File: src/rtl/hazard_scoreboard_ctrl_if.sv
// Decode, write-back and branch signals exchanged between the pipeline and the
// hazard scoreboard controller, plus the controller's decisions and statistics.
interface hazard_scoreboard_ctrl_if #(
  parameter int unsigned PERF_W = 32
);
  logic              id_valid;
  logic [4:0]        id_rn;
  logic [4:0]        id_r2;
  logic              id_use_rn;
  logic              id_use_r2;
  logic [4:0]        id_rd;
  logic              id_reg_write;
  logic              wb_valid;
  logic [4:0]        wb_rd;
  logic              branch_taken;
  logic              id_issue;
  logic              stall;
  logic              flush;
  logic              busy;
  logic [PERF_W-1:0] stall_cycles;
  logic [PERF_W-1:0] flush_count;

  modport master (
    output id_valid, id_rn, id_r2, id_use_rn, id_use_r2, id_rd, id_reg_write,
    output wb_valid, wb_rd, branch_taken,
    input  id_issue, stall, flush, busy, stall_cycles, flush_count
  );

  modport slave (
    input  id_valid, id_rn, id_r2, id_use_rn, id_use_r2, id_rd, id_reg_write,
    input  wb_valid, wb_rd, branch_taken,
    output id_issue, stall, flush, busy, stall_cycles, flush_count
  );
endinterface

File: src/rtl/hazard_scoreboard_ctrl.sv
// Decode/execute sequencing controller: per-register pending-write scoreboard,
// RAW / WAW-saturation stalls, taken-branch flush and stall/flush statistics.
module hazard_scoreboard_ctrl #(
  parameter int unsigned NUM_REGS = 32,
  parameter int unsigned CNT_W    = 2,
  parameter int unsigned PERF_W   = 32
) (
  input logic                     clk,
  input logic                     rst_n,
  hazard_scoreboard_ctrl_if.slave io_bus
);
  localparam int unsigned RegW = $clog2(NUM_REGS);
  localparam logic [RegW-1:0] Xzr = RegW'(NUM_REGS - 1);

  logic [CNT_W-1:0]  r_cnt   [NUM_REGS];
  logic [CNT_W-1:0]  w_cnt_d [NUM_REGS];
  logic [PERF_W-1:0] r_stall_cycles, w_stall_cycles_d;
  logic [PERF_W-1:0] r_flush_count, w_flush_count_d;

  logic w_raw, w_waw_full, w_stall, w_flush, w_issue, w_inc, w_dec, w_busy;

  // Hazards look only at registered counts: a same-cycle write-back is not bypassed.
  always_comb begin
    w_raw      = (io_bus.id_use_rn && (r_cnt[io_bus.id_rn] != '0)) ||
                 (io_bus.id_use_r2 && (r_cnt[io_bus.id_r2] != '0));
    w_waw_full = io_bus.id_reg_write && (io_bus.id_rd != Xzr) && (&r_cnt[io_bus.id_rd]);
    w_flush    = rst_n && io_bus.branch_taken;
    w_stall    = rst_n && io_bus.id_valid && !io_bus.branch_taken && (w_raw || w_waw_full);
    w_issue    = rst_n && io_bus.id_valid && !io_bus.branch_taken && !w_raw && !w_waw_full;
    w_inc      = w_issue && io_bus.id_reg_write && (io_bus.id_rd != Xzr);
    w_dec      = io_bus.wb_valid && (io_bus.wb_rd != Xzr);
  end

  always_comb begin
    w_busy = 1'b0;
    for (int r = 0; r < int'(NUM_REGS); r++) begin
      logic w_inc_hit, w_dec_hit;
      w_inc_hit  = w_inc && (io_bus.id_rd == RegW'(r));
      w_dec_hit  = w_dec && (io_bus.wb_rd == RegW'(r));
      w_cnt_d[r] = r_cnt[r];
      if (r == int'(NUM_REGS) - 1) begin
        w_cnt_d[r] = '0;
      end else if (w_inc_hit && !w_dec_hit) begin
        w_cnt_d[r] = r_cnt[r] + CNT_W'(1);
      end else if (w_dec_hit && !w_inc_hit && (r_cnt[r] != '0)) begin
        // Spurious write-back of an idle register leaves it at zero.
        w_cnt_d[r] = r_cnt[r] - CNT_W'(1);
      end
      w_busy = w_busy | (r_cnt[r] != '0);
    end
  end

  always_comb begin
    w_stall_cycles_d = r_stall_cycles;
    w_flush_count_d  = r_flush_count;
    if (w_stall && !(&r_stall_cycles)) w_stall_cycles_d = r_stall_cycles + PERF_W'(1);
    if (w_flush && !(&r_flush_count))  w_flush_count_d  = r_flush_count + PERF_W'(1);
  end

  always_ff @(posedge clk or negedge rst_n) begin
    if (!rst_n) begin
      for (int r = 0; r < int'(NUM_REGS); r++) r_cnt[r] <= '0;
      r_stall_cycles <= '0;
      r_flush_count  <= '0;
    end else begin
      r_cnt          <= w_cnt_d;
      r_stall_cycles <= w_stall_cycles_d;
      r_flush_count  <= w_flush_count_d;
    end
  end

  assign io_bus.id_issue     = w_issue;
  assign io_bus.stall        = w_stall;
  assign io_bus.flush        = w_flush;
  assign io_bus.busy         = rst_n && w_busy;
  assign io_bus.stall_cycles = r_stall_cycles;
  assign io_bus.flush_count  = r_flush_count;
endmodule

File: src/flat_wrapper.sv
// flat-port wrapper written by rule: the top's interface ports become plain ports
module hazard_scoreboard_ctrl_flat 
#(
  parameter int unsigned NUM_REGS = 32,
  parameter int unsigned CNT_W    = 2,
  parameter int unsigned PERF_W   = 32
)
  (clk, rst_n, io_bus_id_valid, io_bus_id_rn, io_bus_id_r2, io_bus_id_use_rn, io_bus_id_use_r2, io_bus_id_rd, io_bus_id_reg_write, io_bus_wb_valid, io_bus_wb_rd, io_bus_branch_taken, io_bus_id_issue, io_bus_stall, io_bus_flush, io_bus_busy, io_bus_stall_cycles, io_bus_flush_count);
  hazard_scoreboard_ctrl_if #(.PERF_W(PERF_W)) io_bus_i ();
  input logic clk;
  input logic rst_n;
  input wire logic [$bits(io_bus_i.id_valid)-1:0] io_bus_id_valid;
  input wire logic [$bits(io_bus_i.id_rn)-1:0] io_bus_id_rn;
  input wire logic [$bits(io_bus_i.id_r2)-1:0] io_bus_id_r2;
  input wire logic [$bits(io_bus_i.id_use_rn)-1:0] io_bus_id_use_rn;
  input wire logic [$bits(io_bus_i.id_use_r2)-1:0] io_bus_id_use_r2;
  input wire logic [$bits(io_bus_i.id_rd)-1:0] io_bus_id_rd;
  input wire logic [$bits(io_bus_i.id_reg_write)-1:0] io_bus_id_reg_write;
  input wire logic [$bits(io_bus_i.wb_valid)-1:0] io_bus_wb_valid;
  input wire logic [$bits(io_bus_i.wb_rd)-1:0] io_bus_wb_rd;
  input wire logic [$bits(io_bus_i.branch_taken)-1:0] io_bus_branch_taken;
  output wire logic [$bits(io_bus_i.id_issue)-1:0] io_bus_id_issue;
  output wire logic [$bits(io_bus_i.stall)-1:0] io_bus_stall;
  output wire logic [$bits(io_bus_i.flush)-1:0] io_bus_flush;
  output wire logic [$bits(io_bus_i.busy)-1:0] io_bus_busy;
  output wire logic [$bits(io_bus_i.stall_cycles)-1:0] io_bus_stall_cycles;
  output wire logic [$bits(io_bus_i.flush_count)-1:0] io_bus_flush_count;
  assign io_bus_i.id_valid = io_bus_id_valid;
  assign io_bus_i.id_rn = io_bus_id_rn;
  assign io_bus_i.id_r2 = io_bus_id_r2;
  assign io_bus_i.id_use_rn = io_bus_id_use_rn;
  assign io_bus_i.id_use_r2 = io_bus_id_use_r2;
  assign io_bus_i.id_rd = io_bus_id_rd;
  assign io_bus_i.id_reg_write = io_bus_id_reg_write;
  assign io_bus_i.wb_valid = io_bus_wb_valid;
  assign io_bus_i.wb_rd = io_bus_wb_rd;
  assign io_bus_i.branch_taken = io_bus_branch_taken;
  assign io_bus_id_issue = io_bus_i.id_issue;
  assign io_bus_stall = io_bus_i.stall;
  assign io_bus_flush = io_bus_i.flush;
  assign io_bus_busy = io_bus_i.busy;
  assign io_bus_stall_cycles = io_bus_i.stall_cycles;
  assign io_bus_flush_count = io_bus_i.flush_count;
  hazard_scoreboard_ctrl #(.NUM_REGS(NUM_REGS), .CNT_W(CNT_W), .PERF_W(PERF_W)) u_core (.clk(clk), .rst_n(rst_n), .io_bus(io_bus_i));
endmodule
File: config.mk
export PLATFORM = sky130hd
export DESIGN_NAME = hazard_scoreboard_ctrl_flat
export DESIGN_NICKNAME = d
export VERILOG_FILES = /design/src/rtl/hazard_scoreboard_ctrl_if.sv /design/src/rtl/hazard_scoreboard_ctrl.sv /design/src/flat_wrapper.sv
export SDC_FILE = /design/constraint.sdc
export NUM_CORES = 1
export LEC_CHECK = 0
export ABC_AREA = 1
export CORE_MARGIN = 3
export CORE_UTILIZATION = 52
export CTS_CLUSTER_SIZE = 20
export DETAILED_ROUTE_END_ITERATION = 7
export GPL_TIMING_DRIVEN = 0
export PLACE_DENSITY = 0.88
export SYNTH_ARGS = -nofsm -noshare
export SYNTH_HDL_FRONTEND = slang
export SYNTH_SLANG_ARGS = --single-unit
File: constraint.sdc
create_clock -name clk -period 2.4 [get_ports clk]
set_input_delay 0.6 -clock clk [delete_from_list [all_inputs] [get_ports clk]]
set_output_delay 0.6 -clock clk [all_outputs]
set_load 0.05 [all_outputs]
# Yosys cells after proc, flatten, opt, wreduce, memory -nomap -nowiden
# Index checks and enable logic that the tools add are counted.
# totals
ff_bits	126
output_inout_bits	68
# op_classes
n_addsub	64
magnitude_cmp	3
n_eq_ne	62
mux	71
n_bitwise	33
reduce_logical	309
# ops
operator	n
logical AND 1 bit	171
equality test 5 bit, second input constant	30
two-way mux 2 bit	68
nonzero test 2 bit	64
equality test 5 x 4 -> 1 bit, second input constant	16
zero test 1 bit	67
adder 32 x 1 -> 32 bit, second input constant	2
AND reduction 32 bit	2
adder 2 x 1 -> 2 bit, second input constant	31
subtractor 2 x 1 -> 2 bit, second input constant	31
equality test 5 x 3 -> 1 bit, second input constant	8
binary-select mux 2 bit (select 5 bit)	3
bitwise OR 1 bit	30
equality test 5 x 2 -> 1 bit, second input constant	4
>= comparator 6 bit, second input constant	3
NOT 5 -> 6 bit	3
equality test 5 x 1 -> 1 bit, second input constant	2
zero test 5 bit	2
!= test 5 bit, second input constant	2
logical OR 1 bit	2
AND reduction 2 bit	1

# Depth between registers and ports, before layout
# logic_depth
depth_word	32
ltp_mapped	21
ltp_nobuf	19

# Least setup slack after synthesis
# OpenSTA, ideal clock, no wires.
# synth_timing
path_kind	input to output
start	in io_bus_id_rd[4]
end	out io_bus_id_issue
arrival_ns	2.077
t_required_ns	1.800
path_slack_ns	-0.277
path_stages	8
n_path_buf	2
cell_sequence	clkbuf_1 inv_1 o31ai_2 inv_1 nand2_1 nor2_2 nor2_2 buf_2
# synth_via
elab_chain_cells	8
# synth_rtl
item	line	rtl
start: declaration	flat_wrapper.sv:17	input wire logic [$bits(io_bus_i.id_rd)-1:0] io_bus_id_rd;
NOT 5 -> 6 bit (implied by the code)	hazard_scoreboard_ctrl.sv:26	w_waw_full = io_bus.id_reg_write && (io_bus.id_rd != Xzr) && (&r_cnt[io_bus.id_rd]);
binary-select mux 2 bit (select 5 bit)	hazard_scoreboard_ctrl.sv:26	
two-way mux 2 bit (implied by the code) (2 in a row)	hazard_scoreboard_ctrl.sv:26	
AND reduction 2 bit	hazard_scoreboard_ctrl.sv:26	
logical AND 1 bit *	hazard_scoreboard_ctrl.sv:26	
zero test 1 bit *	hazard_scoreboard_ctrl.sv:29	w_issue = rst_n && io_bus.id_valid && !io_bus.branch_taken && !w_raw && !w_waw_full;
logical AND 1 bit *	hazard_scoreboard_ctrl.sv:29	
end: declaration	flat_wrapper.sv:22	output wire logic [$bits(io_bus_i.id_issue)-1:0] io_bus_id_issue;
# Mark *: on every way between the ends. The rest lies on a longest branch, timed or not. The select of a mux whose other input is x is not followed.

# Final worst setup path
# layout_timing
start	in io_bus_id_rd[1]
end	out io_bus_id_issue
# Same word-level chain as after synthesis.

==> results_dict.tcl <==
set metrics [dict create \
    gr-usage-met3 0.1026 \
    async_flop_share 1.000 \
    relSlewSlack 0.4977 \
    worstSetupEndpointType "primary output" \
    drive_above_1_share 0.1736 \
    synth_nets 1446 \
    grt_antenna_before_repair 0 \
    rsz0062_at_grt "yes" \
    p_sw_mw 3.099 \
    synth_seq_cells 126 \
    ir_drop_mv 0.6714 \
    finalCritPeriodShare 1.203 \
    power.total_mw 7.965 \
    final_area_um2 12090 \
    grt_pass1_vias 9706 \
    finClkSkew_ps 8.292 \
    drc 42 \
    synth-main-ff-cell "dfrtp_1" \
    tightest_slew_ps 753.4 \
    slew_viol_final 0 \
    crit_arrival_ps 2290 \
    cp_slowest_cell "o21ai_1" \
    dieHeight_um 137.0 \
    place_area_um2 10200 \
    via_per_inst 5.942 \
    n_antenna_cell 0 \
    fin_util 0.7238 \
    pin_count 96 \
    grt.met1_usage 0.4647 \
    p_comb_frac 0.327 \
    r2r-start "u_core.r_cnt[32]" \
    start_util 0.5345 \
    final_cells 1821 \
    drt-pass1-iter-count 8 \
    cts_tree "yes" \
    avgSynthCellArea_um2 6.305 \
    vias 10821 \
    crit_type "in -> out" \
    critPathRequiredTime_ps 1800 \
    cts_hold_buffers 0 \
    cts.htree.levels 4 \
    critPathMaxFanout 5 \
    cp-start-kind "primary input" \
    p_sw_frac 0.3891 \
    clk_latency_ps 430 \
    syn-instance-count 1416 \
    drt_iter0_drc 1416 \
    seqPwrFrac 0.343 \
    clock-sinks 126 \
    p_leak_nw 5.637 \
    portBuffers 94 \
    dp_slack_ps -1962 \
    gp_congestion 1.051 \
    syn-cell-area_um2 8927 \
    setup_viol 79 \
    multi_input_area_um2 5461 \
    clk_pin_slew_ps 60 \
    hold_class "in -> async" \
    fmax_ghz 0.3465 \
    grt_overflow_total 0 \
    ff2ff_setup_slack_ps -130 \
    root_buffer "clkbuf_16" \
    cpPeakStageDelay_ps 180 \
    maxCapViolations 0 \
    nFillCells 1286 \
    crit_chain "buf_12 > inv_6 > nand2_8 > buf_8 > o21ai_1 > nor2_2 > nor2_1 > nor2_1 > nand2_1 > nand2_1 > nand2_1 > nand2_2 > nor2_4 > nor2_4 > buf_8 > buf_8" \
    die_x_um 137.0 \
    synth_area_leaders "dfrtp_1 35%, nand2_1 18%, nand3_1 11%, inv_1 7.9%, nor2_1 7.9%" \
    nNetsFinal 1618 \
    drt_wl_total_mm 33.73 \
    rows 47 \
    synth_cell_types 32 \
    status "complete, but fails checks" \
    busiest_layer "met2" \
    core_area_um2 16700 \
    clock_path_buffers 2 \
    hpwl_mm 22.61 \
    finalHoldViolations 0 \
    reg2reg_depth 17 \
    ant_nets 0 \
    crit_start "io_bus_id_rd[1]" \
    grtUsageMet2 0.5256 \
    grt_max_degree 46 \
    grt_util_all_layers 0.3478 \
    grt_pass1_wl_mm 50.54 \
    syn_to_final_growth_pct 35.40 \
    drt-wirelength-per-cell_um 18.52 \
    final.setup.worst_slack_ps -486.1 \
    register_area_um2 3162 \
    cts_made_buffers 17 \
    intPower_mw 4.865 \
    synth_top_area_cell "dfrtp_1" \
    power.density_nw_per_um2 658.9 \
    ys_seq_area_frac 0.3532 \
    yosysWarnings 0 \
    synth_top_area_share 0.3532 \
    dieArea_um2 18780 \
    dpl.cell_count 1731 \
    reg2reg_to "u_core.r_cnt[60]" \
    synth-edff-count 0 \
    clkPwrFrac 0.330 \
    synthTopCellsByCount "419 x nand2_1, 199 x nand3_1, 188 x inv_1" \
    endpoint "io_bus_id_issue" \
    violations "design-rule violations, negative setup slack" \
    timing.final.crit_period_ps 2886 \
    yosysMostFrequentCell "nand2_1" \
]
## state kept, by name, summed over array words and instances (netlist names)
signal	cells
u_core.r_cnt	62
u_core.io_bus.stall_cycles	32
u_core.io_bus.flush_count	32
## kinds of logic (layout without fill, tap and decap cells)
kind of cell	after synthesis	in the layout	synth area share
adders and majority gates	2	2	0.002803
xor gates and xnor gates	57	57	0.05592
DFF	126	126	0.3532
and+or+nand+nor	915	915	0.4370
buffers and inverters	226	411	0.09853
AOI/OAI and AO/OA	90	90	0.05256
## stage by stage
stage               setup TNS [ps]  hold slack (ps)
finish                       -6109            14.80
floorplan                   -55.55            304.4
global placement          -1182200            479.7
detailed placement         -116120            483.3
CTS                         -934.5            61.75
global route                -16730            27.08
## layout by cell type, fill, tap and decap left out, types with 31 or more instances in the layout
| master | n |
|---|---|
| nand2_1 | 385 |
| nor2_1 | 162 |
| buf_4 | 48 |
| nand3_1 | 173 |
| inv_1 | 158 |
| dfrtp_1 | 119 |
| xor2_1 | 48 |
| a21oi_1 | 31 |
| nor3_1 | 51 |
| clkdlybuf4s50_1 | 77 |
| o21ai_1 | 32 |
## layout make-up
type	count	area share
plain buffers	30	0.02370
clock buffers	23	0.03954
clock inverters	9	0.009005
inverters	196	0.06387
multi-input cells	1064	0.4518
flip-flops and latches	126	0.2616
well taps	220	0.02277
repair buffers	153	0.1277
## per-layer routing
| metal | vias up | wire length (µm) | part of all wire |
|---|---|---|---|
| met5 | - | 0 | 0 |
| met4 | 0 | 1737 | 0.052 |
| met3 | 168 | 4107 | 0.12 |
| met2 | 756 | 14860 | 0.44 |
| met1 | 5015 | 13030 | 0.39 |
| li1 | 4882 | - | - |
## power by group through the flow
stage | Clock, mW | Combinational [mW] | Sequential [mW]
floorplan | 0 | 0.913 | 3.17
global placement | 0 | 2.14 | 2.72
detailed placement | 0 | 2.19 | 2.73
CTS | 2.63 | 2.43 | 2.71
global route | 2.74 | 2.75 | 2.76
finish | 2.63 | 2.60 | 2.73
## how the worst min path moves through the flow
stage | slack, ps | end | from
6_report | 10 | u_core.io_bus.flush_count[28] | rst_n
5_1_grt | 30 | u_core.io_bus.flush_count[28] | rst_n
4_1_cts | 60 | u_core.io_bus.flush_count[28] | rst_n
3_5_place_dp | 480 | u_core.r_cnt[17] | u_core.r_cnt[17]
3_3_place_gp | 480 | u_core.r_cnt[45] | u_core.r_cnt[45]
2_1_floorplan | 300 | u_core.io_bus.flush_count[0] | rst_n
## repair_timing
action                                  in CTS  in global routing
endpoints found under the setup margin     109                103
buffers inserted                            33                 19
pin swaps                                   24                 21
cloned                                       4                  2
gates resized for setup                    212                 98
## critical path, delay by kind of cell
kind / cells / cell delay [ps]
and+or+nand+nor: 10 / 880
AOI/OAI and AO/OA: 1 / 180
buffers and inverters: 5 / 620
No activity file was read; power rests on OpenSTA's default activity.
